`src/rtl/div_unit_pkg.sv`:
```
// rtl/div_unit_pkg.sv - shared types and constants for the radix-2 restoring divider
package div_unit_pkg;

  localparam int DIV_W        = 32;
  localparam int DIV_RESULT_W = 64;
  localparam int STALL_W      = 6;
  localparam int STALL_EX_BIT = 3;
  localparam int CNT_W        = 6;

  typedef enum logic [1:0] {
    DIV_FREE    = 2'b00,
    DIV_BY_ZERO = 2'b01,
    DIV_ON      = 2'b10,
    DIV_END     = 2'b11
  } div_state_e;

  // Two's-complement magnitude when neg is set, raw value otherwise.
  function automatic logic [DIV_W-1:0] abs_val(input logic [DIV_W-1:0] v, input logic neg);
    return neg ? (~v + 1'b1) : v;
  endfunction

endpackage

```
`src/rtl/div_step.sv`:
```
// rtl/div_step.sv - one combinational restoring division iteration
module div_step
  import div_unit_pkg::*;
(
  input  logic [DIV_W-1:0] rem_in,
  input  logic             dividend_msb,
  input  logic [DIV_W-1:0] divisor,
  output logic [DIV_W-1:0] rem_out,
  output logic             quot_bit
);

  logic [DIV_W:0] shifted;
  logic [DIV_W:0] trial;

  // Trial subtract; a clear bit 32 means the shifted remainder covered the divisor.
  always_comb begin
    shifted  = {rem_in, dividend_msb};
    trial    = shifted - {1'b0, divisor};
    quot_bit = ~trial[DIV_W];
    rem_out  = quot_bit ? trial[DIV_W-1:0] : shifted[DIV_W-1:0];
  end

endmodule

```
`src/rtl/div_unit.sv`:
```
// rtl/div_unit.sv - multi-cycle 32-bit signed/unsigned divider with EX stall request
module div_unit
  import div_unit_pkg::*;
#(
  parameter int DIV_CYCLES = 32
) (
  input  logic                    clk,
  input  logic                    rst,
  input  logic [STALL_W-1:0]      stall,
  input  logic                    cancel,
  input  logic                    start,
  input  logic                    signed_div,
  input  logic [DIV_W-1:0]        opdata1,
  input  logic [DIV_W-1:0]        opdata2,
  output logic [DIV_RESULT_W-1:0] result,
  output logic                    ready,
  output logic                    stallreq_for_ex
);

  div_state_e              state_q, state_d;
  logic [CNT_W-1:0]        count_q, count_d;
  logic [DIV_W-1:0]        rem_q, rem_d;
  logic [DIV_W-1:0]        dividend_q, dividend_d;
  logic [DIV_W-1:0]        divisor_q, divisor_d;
  logic [DIV_W-1:0]        quot_q, quot_d;
  logic                    q_neg_q, q_neg_d;
  logic                    r_neg_q, r_neg_d;
  logic [DIV_RESULT_W-1:0] result_q, result_d;

  logic [DIV_W-1:0]        step_rem;
  logic                    step_qbit;
  logic [DIV_W-1:0]        quot_next;
  logic                    unused_stall_bits;

  // Only the EX hold bit of the stall bus matters to this unit.
  assign unused_stall_bits = ^{stall[STALL_W-1:STALL_EX_BIT+1], stall[STALL_EX_BIT-1:0]};

  div_step u_step (
    .rem_in       (rem_q),
    .dividend_msb (dividend_q[DIV_W-1]),
    .divisor      (divisor_q),
    .rem_out      (step_rem),
    .quot_bit     (step_qbit)
  );

  assign quot_next       = {quot_q[DIV_W-2:0], step_qbit};
  assign ready           = (state_q == DIV_END);
  assign result          = result_q;
  assign stallreq_for_ex = start & ~ready & ~rst & ~cancel;

  // Next-state and datapath update; cancel overrides every normal transition.
  always_comb begin
    state_d    = state_q;
    count_d    = count_q;
    rem_d      = rem_q;
    dividend_d = dividend_q;
    divisor_d  = divisor_q;
    quot_d     = quot_q;
    q_neg_d    = q_neg_q;
    r_neg_d    = r_neg_q;
    result_d   = result_q;
    case (state_q)
      DIV_FREE: begin
        if (start) begin
          if (opdata2 == '0) begin
            state_d = DIV_BY_ZERO;
          end else begin
            state_d    = DIV_ON;
            dividend_d = abs_val(opdata1, signed_div & opdata1[DIV_W-1]);
            divisor_d  = abs_val(opdata2, signed_div & opdata2[DIV_W-1]);
            q_neg_d    = signed_div & (opdata1[DIV_W-1] ^ opdata2[DIV_W-1]);
            r_neg_d    = signed_div & opdata1[DIV_W-1];
            rem_d      = '0;
            quot_d     = '0;
            count_d    = '0;
          end
        end
      end
      DIV_BY_ZERO: begin
        state_d  = DIV_END;
        result_d = '0;
      end
      DIV_ON: begin
        rem_d      = step_rem;
        quot_d     = quot_next;
        dividend_d = {dividend_q[DIV_W-2:0], 1'b0};
        count_d    = count_q + 1'b1;
        if (count_q == CNT_W'(DIV_CYCLES - 1)) begin
          state_d  = DIV_END;
          result_d = {abs_val(step_rem, r_neg_q), abs_val(quot_next, q_neg_q)};
        end
      end
      DIV_END: begin
        if (!stall[STALL_EX_BIT]) begin
          state_d = DIV_FREE;
        end
      end
      default: state_d = DIV_FREE;
    endcase
    if (cancel) begin
      state_d  = DIV_FREE;
      count_d  = '0;
      result_d = '0;
    end
  end

  // State and datapath registers with synchronous reset.
  always_ff @(posedge clk) begin
    if (rst) begin
      state_q    <= DIV_FREE;
      count_q    <= '0;
      rem_q      <= '0;
      dividend_q <= '0;
      divisor_q  <= '0;
      quot_q     <= '0;
      q_neg_q    <= 1'b0;
      r_neg_q    <= 1'b0;
      result_q   <= '0;
    end else begin
      state_q    <= state_d;
      count_q    <= count_d;
      rem_q      <= rem_d;
      dividend_q <= dividend_d;
      divisor_q  <= divisor_d;
      quot_q     <= quot_d;
      q_neg_q    <= q_neg_d;
      r_neg_q    <= r_neg_d;
      result_q   <= result_d;
    end
  end

endmodule

```
`config.mk`:
```
export PLATFORM = sky130hd
export DESIGN_NAME = div_unit
export DESIGN_NICKNAME = d
export VERILOG_FILES = /design/src/rtl/div_unit_pkg.sv /design/src/rtl/div_step.sv /design/src/rtl/div_unit.sv
export SDC_FILE = /design/constraint.sdc
export NUM_CORES = 1
export LEC_CHECK = 0
export BUFFER_PORTS_ARGS = -buffer_cell sky130_fd_sc_hd__buf_2
export CAP_MARGIN = 20
export CORE_ASPECT_RATIO = 0.9
export CORE_UTILIZATION = 35
export DETAILED_ROUTE_END_ITERATION = 12
export HOLD_SLACK_MARGIN = 0.1
export PLACE_DENSITY = 0.58
export SLEW_MARGIN = 20
export SYNTH_ARGS = -nofsm -noshare
export SYNTH_HDL_FRONTEND = slang
export SYNTH_HIERARCHICAL = 1
export SYNTH_SLANG_ARGS = --single-unit
```
`constraint.sdc`:
```
create_clock -name clk -period 15.2 [get_ports clk]
set_clock_uncertainty 0.2 [all_clocks]
set_input_delay 0 -clock clk [delete_from_list [all_inputs] [get_ports clk]]
set_output_delay 0 -clock clk [all_outputs]
set_load 0.05 [all_outputs]
```
==> qor.yml, run 1 <==
outcome: "finished, final reports clean"
drcViolationCount: 0
syn_area_per_cell_sq_um: 7.81
p_leak_nw: 5.99
num_rows: 64
p_comb_share_pct: 18.2
drv_slew: 0
io_buffer_count: 135
tightest_slew_ps: 1020
synthCells: 1569
tns_ps: 0
setup_violations: 0
area_growth_syn_to_layout_pct: 24.3
place_ws_ps: 9170
firstDrtPassIters: 5
cap_viol_max_count: 0
die-area_sq_um: 35800
grt_setup_unrepaired: "no"
grt_overflow_total: 0
ys_warn_count: 6
dp_cells: 2071
whs_ps: 153
grt_usage_pct: 19.3
fmax_ghz: 0.165
power_switching_w: 0.000390
first_iter_violations: 668
seqPwrFrac_pct: 39.8
ys_seq_area_share_pct: 32.8
cts_buffers: 25
cp_max_fo: 25
rr_worst_depth: 19
grt_max_degree: 102
core-area_sq_um: 34200
internal_power_w: 0.00101
synthDistinctLibCells: 78
cts_max_level: 1
grt_pass1_vias: 11200
vias: 11800
cp-end-kind: "flop"
startpoint_type: "flop"
clkPwrFrac_pct: 42.1
min_period_over_period_pct: 39.9
dp_hpwl_mm: 24.2
clk_pin_slew_worst_paths_ps: 60
cts_setup_buffers: 0
max-clock-path-buffers: 3
ant_nets: 0
clockRootBuffer: "clkbuf_16"
die_h_um: 180
period_minus_slack_ps: 6060
wire_per_inst_um: 15.6
worstSkewPairLatency_ps: 510
start_util_pct: 35.8
placed_cell_area_sq_um: 13200
antenna_cells: 0
final_area_sq_um: 15200
cpMostUsedCell: "o2111ai_1"
synth_edf_count: 0
cts_tree: "yes"
slew-limit-headroom_pct: 30.8
antenna_found_initial: 0
hold_class: "in2reg"
finalNetCount: 1876
post_route_cells_drive_above_1_share_pct: 13.5
synth_seq_cells: 201
setup_ws_ps: 9140
routed_wl_mm: 35.0
cts_hold_buffers: 122
holdPathStages: 6
clkSinkCount: 201
ctsResizeCount: 0
switching_share_pct: 27.9
vias_per_cell: 5.28
cp_slowest_cell: "or4b_2"
slowest_delay_ps: 780
worstPathArrival_ps: 6240
worstSetupPathType: "reg2reg"
synth_ff_type: "dfxtp_1"
die_x_um: 199
hold_viol_final: 0
final_cell_count_no_fill: 2239
worstPathCellList: "inv_1 > ha_1 > fa_1 > and2b_1 > o2111ai_1 > a21oi_2 > o2111ai_1 > a211oi_2 > nor2_2 > mux2i_1 > and2_4 > inv_2 > mux2_1 > or4b_2 > nor4_1 > nand3_1 > o41ai_1 > xor2_1 > o21ai_0"
synthArstFlopShare_pct: 0
synth_area_sq_um: 12300
cellPowerDensity_nw_per_um2: 92.0
ir_drop_uv: 77.7
ios: 141
grt_pass1_wl_mm: 57.5
syn-num-nets: 1686
crit_required_ps: 15380
place_congestion: 0.860
## per-layer routing
| metal | vias up | wire, um | GRT usage [%] |
|---|---|---|---|
| li1 | 5985 | - | - |
| met1 | 5560 | 18000 | 28.5 |
| met4 | 0 | 451 | 3.29 |
| met2 | 251 | 15100 | 30.3 |
| met3 | 27 | 1540 | 1.91 |
| met5 | - | 0 | 0 |
## cell usage after synthesis, drive strengths merged (7+ instances only)
master	number	area (sq um)
nor4	15	93.8
buf	29	174
inv	54	203
nand4	13	81.3
nand3	114	571
nor2	75	284
and2	8	52.6
mux2	21	308
and3	7	43.8
a21o	18	135
o21ai	115	579
o31ai	35	273
or2	11	68.8
nor3	20	100
a211oi	31	238
nand2b	14	87.6
a31oi	13	81.3
nand2	216	811
clkbuf	75	282
o211ai	17	128
dfxtp	201	4020
xnor2	61	534
a21oi	151	771
ha	41	513
or4	22	169
a2111oi	8	70.1
a31o	8	70.1
xor2	84	736
or3	14	87.6
o41ai	17	164
## final timing paths
check | from | endpoint | slack (ps)
worst max-delay path | dividend_q[31] | result[58] | 9140
worst max register to register | dividend_q[31] | result[58] | 9140
worst min register to register | result[31] | result[31] | 240
worst min-delay path | opdata1[12] | dividend_q[17] | 150
## metrics by stage
stage | total power [W] | util, %
final | 0.00140 | 44.5
after global routing | 0.00147 | 44.5
after CTS | 0.00141 | 44.4
after detailed placement | 0.000786 | 38.5
after global placement | 0.000783 | 38.5
after floorplan | 0.000728 | -
## placed cells by master (no fill, tap or decap), types with 13 or more instances in the layout
cell	instances
nand2_1	216
dfxtp_1	201
a21oi_1	149
buf_2	134
dlygate4sd3_1	122
nand3_1	114
o21ai_0	94
xor2_1	84
nor2_1	73
xnor2_1	61
inv_1	52
ha_1	40
o31ai_1	33
a211oi_1	30
clkbuf_16	25
or4_1	21
nor3_1	20
o21ai_1	20
mux2_4	19
a21o_1	18
o211ai_1	17
nor4_1	15
o41ai_1	15
or3_1	14
nand2b_1	14
a31oi_1	13
nand4_1	13
## critical path: cells and delay by family, from the launching register on
kind	cells	cell delay, ps
xor gates and xnor gates	1	170
buffers and inverters	2	630
AOI/OAI and AO/OA	6	1330
adders and majority gates	2	620
muxes	2	650
DFF	1	350
and+or+nand+nor	6	1960
## power groups by stage
stage	Clock, W	Sequential (W)	Combinational [W]
5_1_grt	0.000627	0.000560	0.000282
6_report	0.000589	0.000557	0.000254
3_3_place_gp	0	0.000568	0.000215
2_1_floorplan	0	0.000565	0.000163
4_1_cts	0.000605	0.000557	0.000251
3_5_place_dp	0	0.000569	0.000218
## cell type report
cell class	instances	area (sq um)
Fill cell	3484	19000
Multi-Input combinational cell	1209	7600
Sequential cell	201	4020
Timing Repair Buffer	267	2000
Clock buffer	35	713
Tap cell	462	578
Inverter	55	206
Clock inverter	10	106
## sequential cells by signal, summed over array words and instances (netlist names)
register / cells
quot_q: 31
divisor_q: 32
r_neg_q: 1
count_q: 6
state_q: 2
result: 64
dividend_q: 32
q_neg_q: 1
rem_q: 32
## kinds of logic after synthesis
group	share of synthesized area (%)
XOR/XNOR	10.4
adder cells (fa/ha/maj)	4.35
multiplexers	2.84
AND/OR/NAND/NOR	21.3
flip-flops	32.8
AO/OA/AOI/OAI	22.9
buffers and inverters	5.40
Note: power is estimated with default switching activity, not from simulation.
==> inputs of run 2 (changes only) <==
==> constraint.sdc (replaced) <==
create_clock -name clk -period 5.6 [get_ports clk]
set_clock_uncertainty 0.2 [all_clocks]
set_input_delay 0 -clock clk [delete_from_list [all_inputs] [get_ports clk]]
set_output_delay 0 -clock clk [all_outputs]
set_load 0.05 [all_outputs]
==> qor.yml, run 2 (synthesized netlist as in run 1, its figures left out) <==
rrSetupSlack_ps: 280  # -8860 ps
r2r-start: "dividend_q[31]"
hold_viol_final: 0  # unchanged
cp_slowest_cell: "or4_1"
drv_slew: 0  # unchanged
clockRootBuffer: "clkbuf_16"
worstSetupPathType: "reg2reg"
die_h_um: 180  # unchanged
clkSinkCount: 201  # unchanged
worstSkewPairLatency_ps: 530  # +20 ps
antenna_cells: 0  # unchanged
grt_usage_pct: 19.8  # +0.49 points
worstPathArrival_ps: 5520  # -720 ps
slew-limit-headroom_pct: 21.2  # -9.6 points
worstPathCellList: "inv_1 > ha_1 > fa_1 > and2b_1 > o2111ai_1 > a21oi_2 > o2111ai_1 > a211oi_2 > nor2_2 > mux2i_1 > and2_4 > inv_2 > buf_12 > mux2_4 > or4_1 > or2_2 > or3_1 > o31ai_1 > xor2_1 > o21ai_0"
slowest_delay_ps: 540  # -240 ps
tightest_slew_ps: 1180  # +157 ps
crit_path_start: "dividend_q[31]"
dp_cells: 2088  # +0.82%
routed_wl_mm: 36.0  # +2.7%
ant_nets: 0  # unchanged
place_congestion: 0.859  # -0.12%
rr_worst_depth: 20  # +1
reg2reg_to: "result[63]"
final_cell_mix: "nand2_1 (216), dfxtp_1 (201), a21oi_1 (149)"
startpoint_type: "flop"
cp-end-kind: "flop"
post_route_cells_drive_above_1_share_pct: 15.1  # +1.5 points
die_x_um: 199  # unchanged
first_iter_violations: 677  # +1.3%
cp_max_fo: 19  # -24%
die-area_sq_um: 35800  # unchanged
regArea_sq_um: 4020  # unchanged
cp-endpoint: "result[63]"
fmax_ghz: 0.188  # +14%
multiInputGateArea_sq_um: 7680  # +1.0%
final_cell_count_no_fill: 2256  # +0.76%
cpMostUsedCell: "o2111ai_1"
grt_max_degree: 100  # -2.0%
largest_reg_flops: 64  # unchanged
min_period_over_period_pct: 94.9  # +55 points
grt_pass1_wl_mm: 58.9  # +2.4%
finalNetCount: 1894  # +0.96%
cts_setup_buffers: 0  # unchanged
grt_pass1_vias: 11500  # +2.5%
n_fill_cell: 3460  # -0.69%
io_buffer_count: 135  # unchanged
max-clock-path-buffers: 3  # unchanged
num_rows: 64  # unchanged
cts_max_level: 1  # unchanged
cts_tree: "yes"
outcome: "finished, final reports clean"
wire_per_inst_um: 16.0  # +2.0%
ir_drop_uv: 137  # +77%
dp_hpwl_mm: 25.1  # +4.0%
antenna_found_initial: 0  # unchanged
cts_buffers: 25  # unchanged
grt_setup_unrepaired: "yes"
area_growth_syn_to_layout_pct: 26.3
crit_required_ps: 5800  # -9580 ps
placed_cell_area_sq_um: 13300  # +1.2%
vias: 12000  # +1.5%
hold_class: "in2reg"
final_core_util_pct: 45.3  # +0.72 points
start_util_pct: 35.8  # unchanged
tns_ps: 0  # unchanged
cellPowerDensity_nw_per_um2: 247  # +170%
p_leak_nw: 6.09  # +1.6%
setup_violations: 0  # unchanged
core-area_sq_um: 34200  # unchanged
mostFrequentLayoutCell: "nand2_1"
grt_overflow_total: 0  # unchanged
clk_pin_slew_worst_paths_ps: 60  # about the same
final_area_sq_um: 15500  # +1.6%
ios: 141  # unchanged
period_minus_slack_ps: 5320  # -742 ps
vias_per_cell: 5.32  # +0.70%
cap_viol_max_count: 0  # unchanged
firstDrtPassIters: 7  # +2
drcViolationCount: 0  # unchanged
run 2: changes by cell type in the layout (fill, tap and decap cells not counted), moves of 3 or more:
cell / change
nor4_1: -3
o31ai_1: -3
buf_4: +16
o31ai_2: +3
run 2: timing repair:
item | 4_1_cts | 5_1_grt
hold buffers | 122 | 0
hold endpoints to repair | 92 | 0
endpoints found under the setup margin | 0 | 18
gates resized for setup | 0 | 13
run 2: routing by layer:
layer	track usage, %	wire [um]
met5	0	0
met4	5.20	552
met3	2.12	1690
met2	30.4	15500
met1	29.0	18200
run 2: worst max-delay path, delay by kind of cell (launching register included):
family                     cells  cell delay [ps]
and+or+nand+nor                6             1710
AOI/OAI and AO/OA              6             1200
adders and majority gates      2              620
muxes                          2              490
buffers and inverters          3              430
DFF                            1              360
xor gates and xnor gates       1              160
run 2: final cells by class:
class                      instances  area share [%]
sequential                       201            26.0
multi-input combinational       1209            49.6
clock inverter                    11           0.760
timing repair buffer             285            14.0
clock buffer                      33            4.49
inverter                          55            1.33
tap                              462            3.73
run 2: power breakdown:
| part | switching (W) | leakage (nW) | internal, W | total [W] |
|---|---|---|---|---|
| Combinational | 0.000421 | 4.06 | 0.000297 | 0.000718 |
| Clock | 0.000630 | 0.398 | 0.000963 | 0.00159 |
| Sequential | 0.0000307 | 1.63 | 0.00148 | 0.00151 |
run 2: worst min path at each step:
stage / start / endpoint / slack (ps) / depth (start not counted)
floorplan: opdata2[0] / divisor_q[0] / -60 / 2
global placement: opdata1[0] / dividend_q[0] / 120 / 3
detailed placement: opdata1[0] / dividend_q[0] / 130 / 3
CTS: opdata2[24] / divisor_q[24] / 200 / 4
global route: opdata2[24] / divisor_q[24] / 250 / 4
finish: opdata2[24] / divisor_q[24] / 220 / 4
run 2: per-stage QoR:
| stage | power [W] | hold slack, ps | worst slack, ps |
|---|---|---|---|
| 2_1_floorplan | 0.00198 | -64.0 | 737 |
| 3_3_place_gp | 0.00215 | 124 | 304 |
| 6_report | 0.00382 | 216 | 283 |
| 5_1_grt | 0.00401 | 245 | -45.5 |
| 3_5_place_dp | 0.00216 | 133 | 171 |
| 4_1_cts | 0.00385 | 203 | 122 |
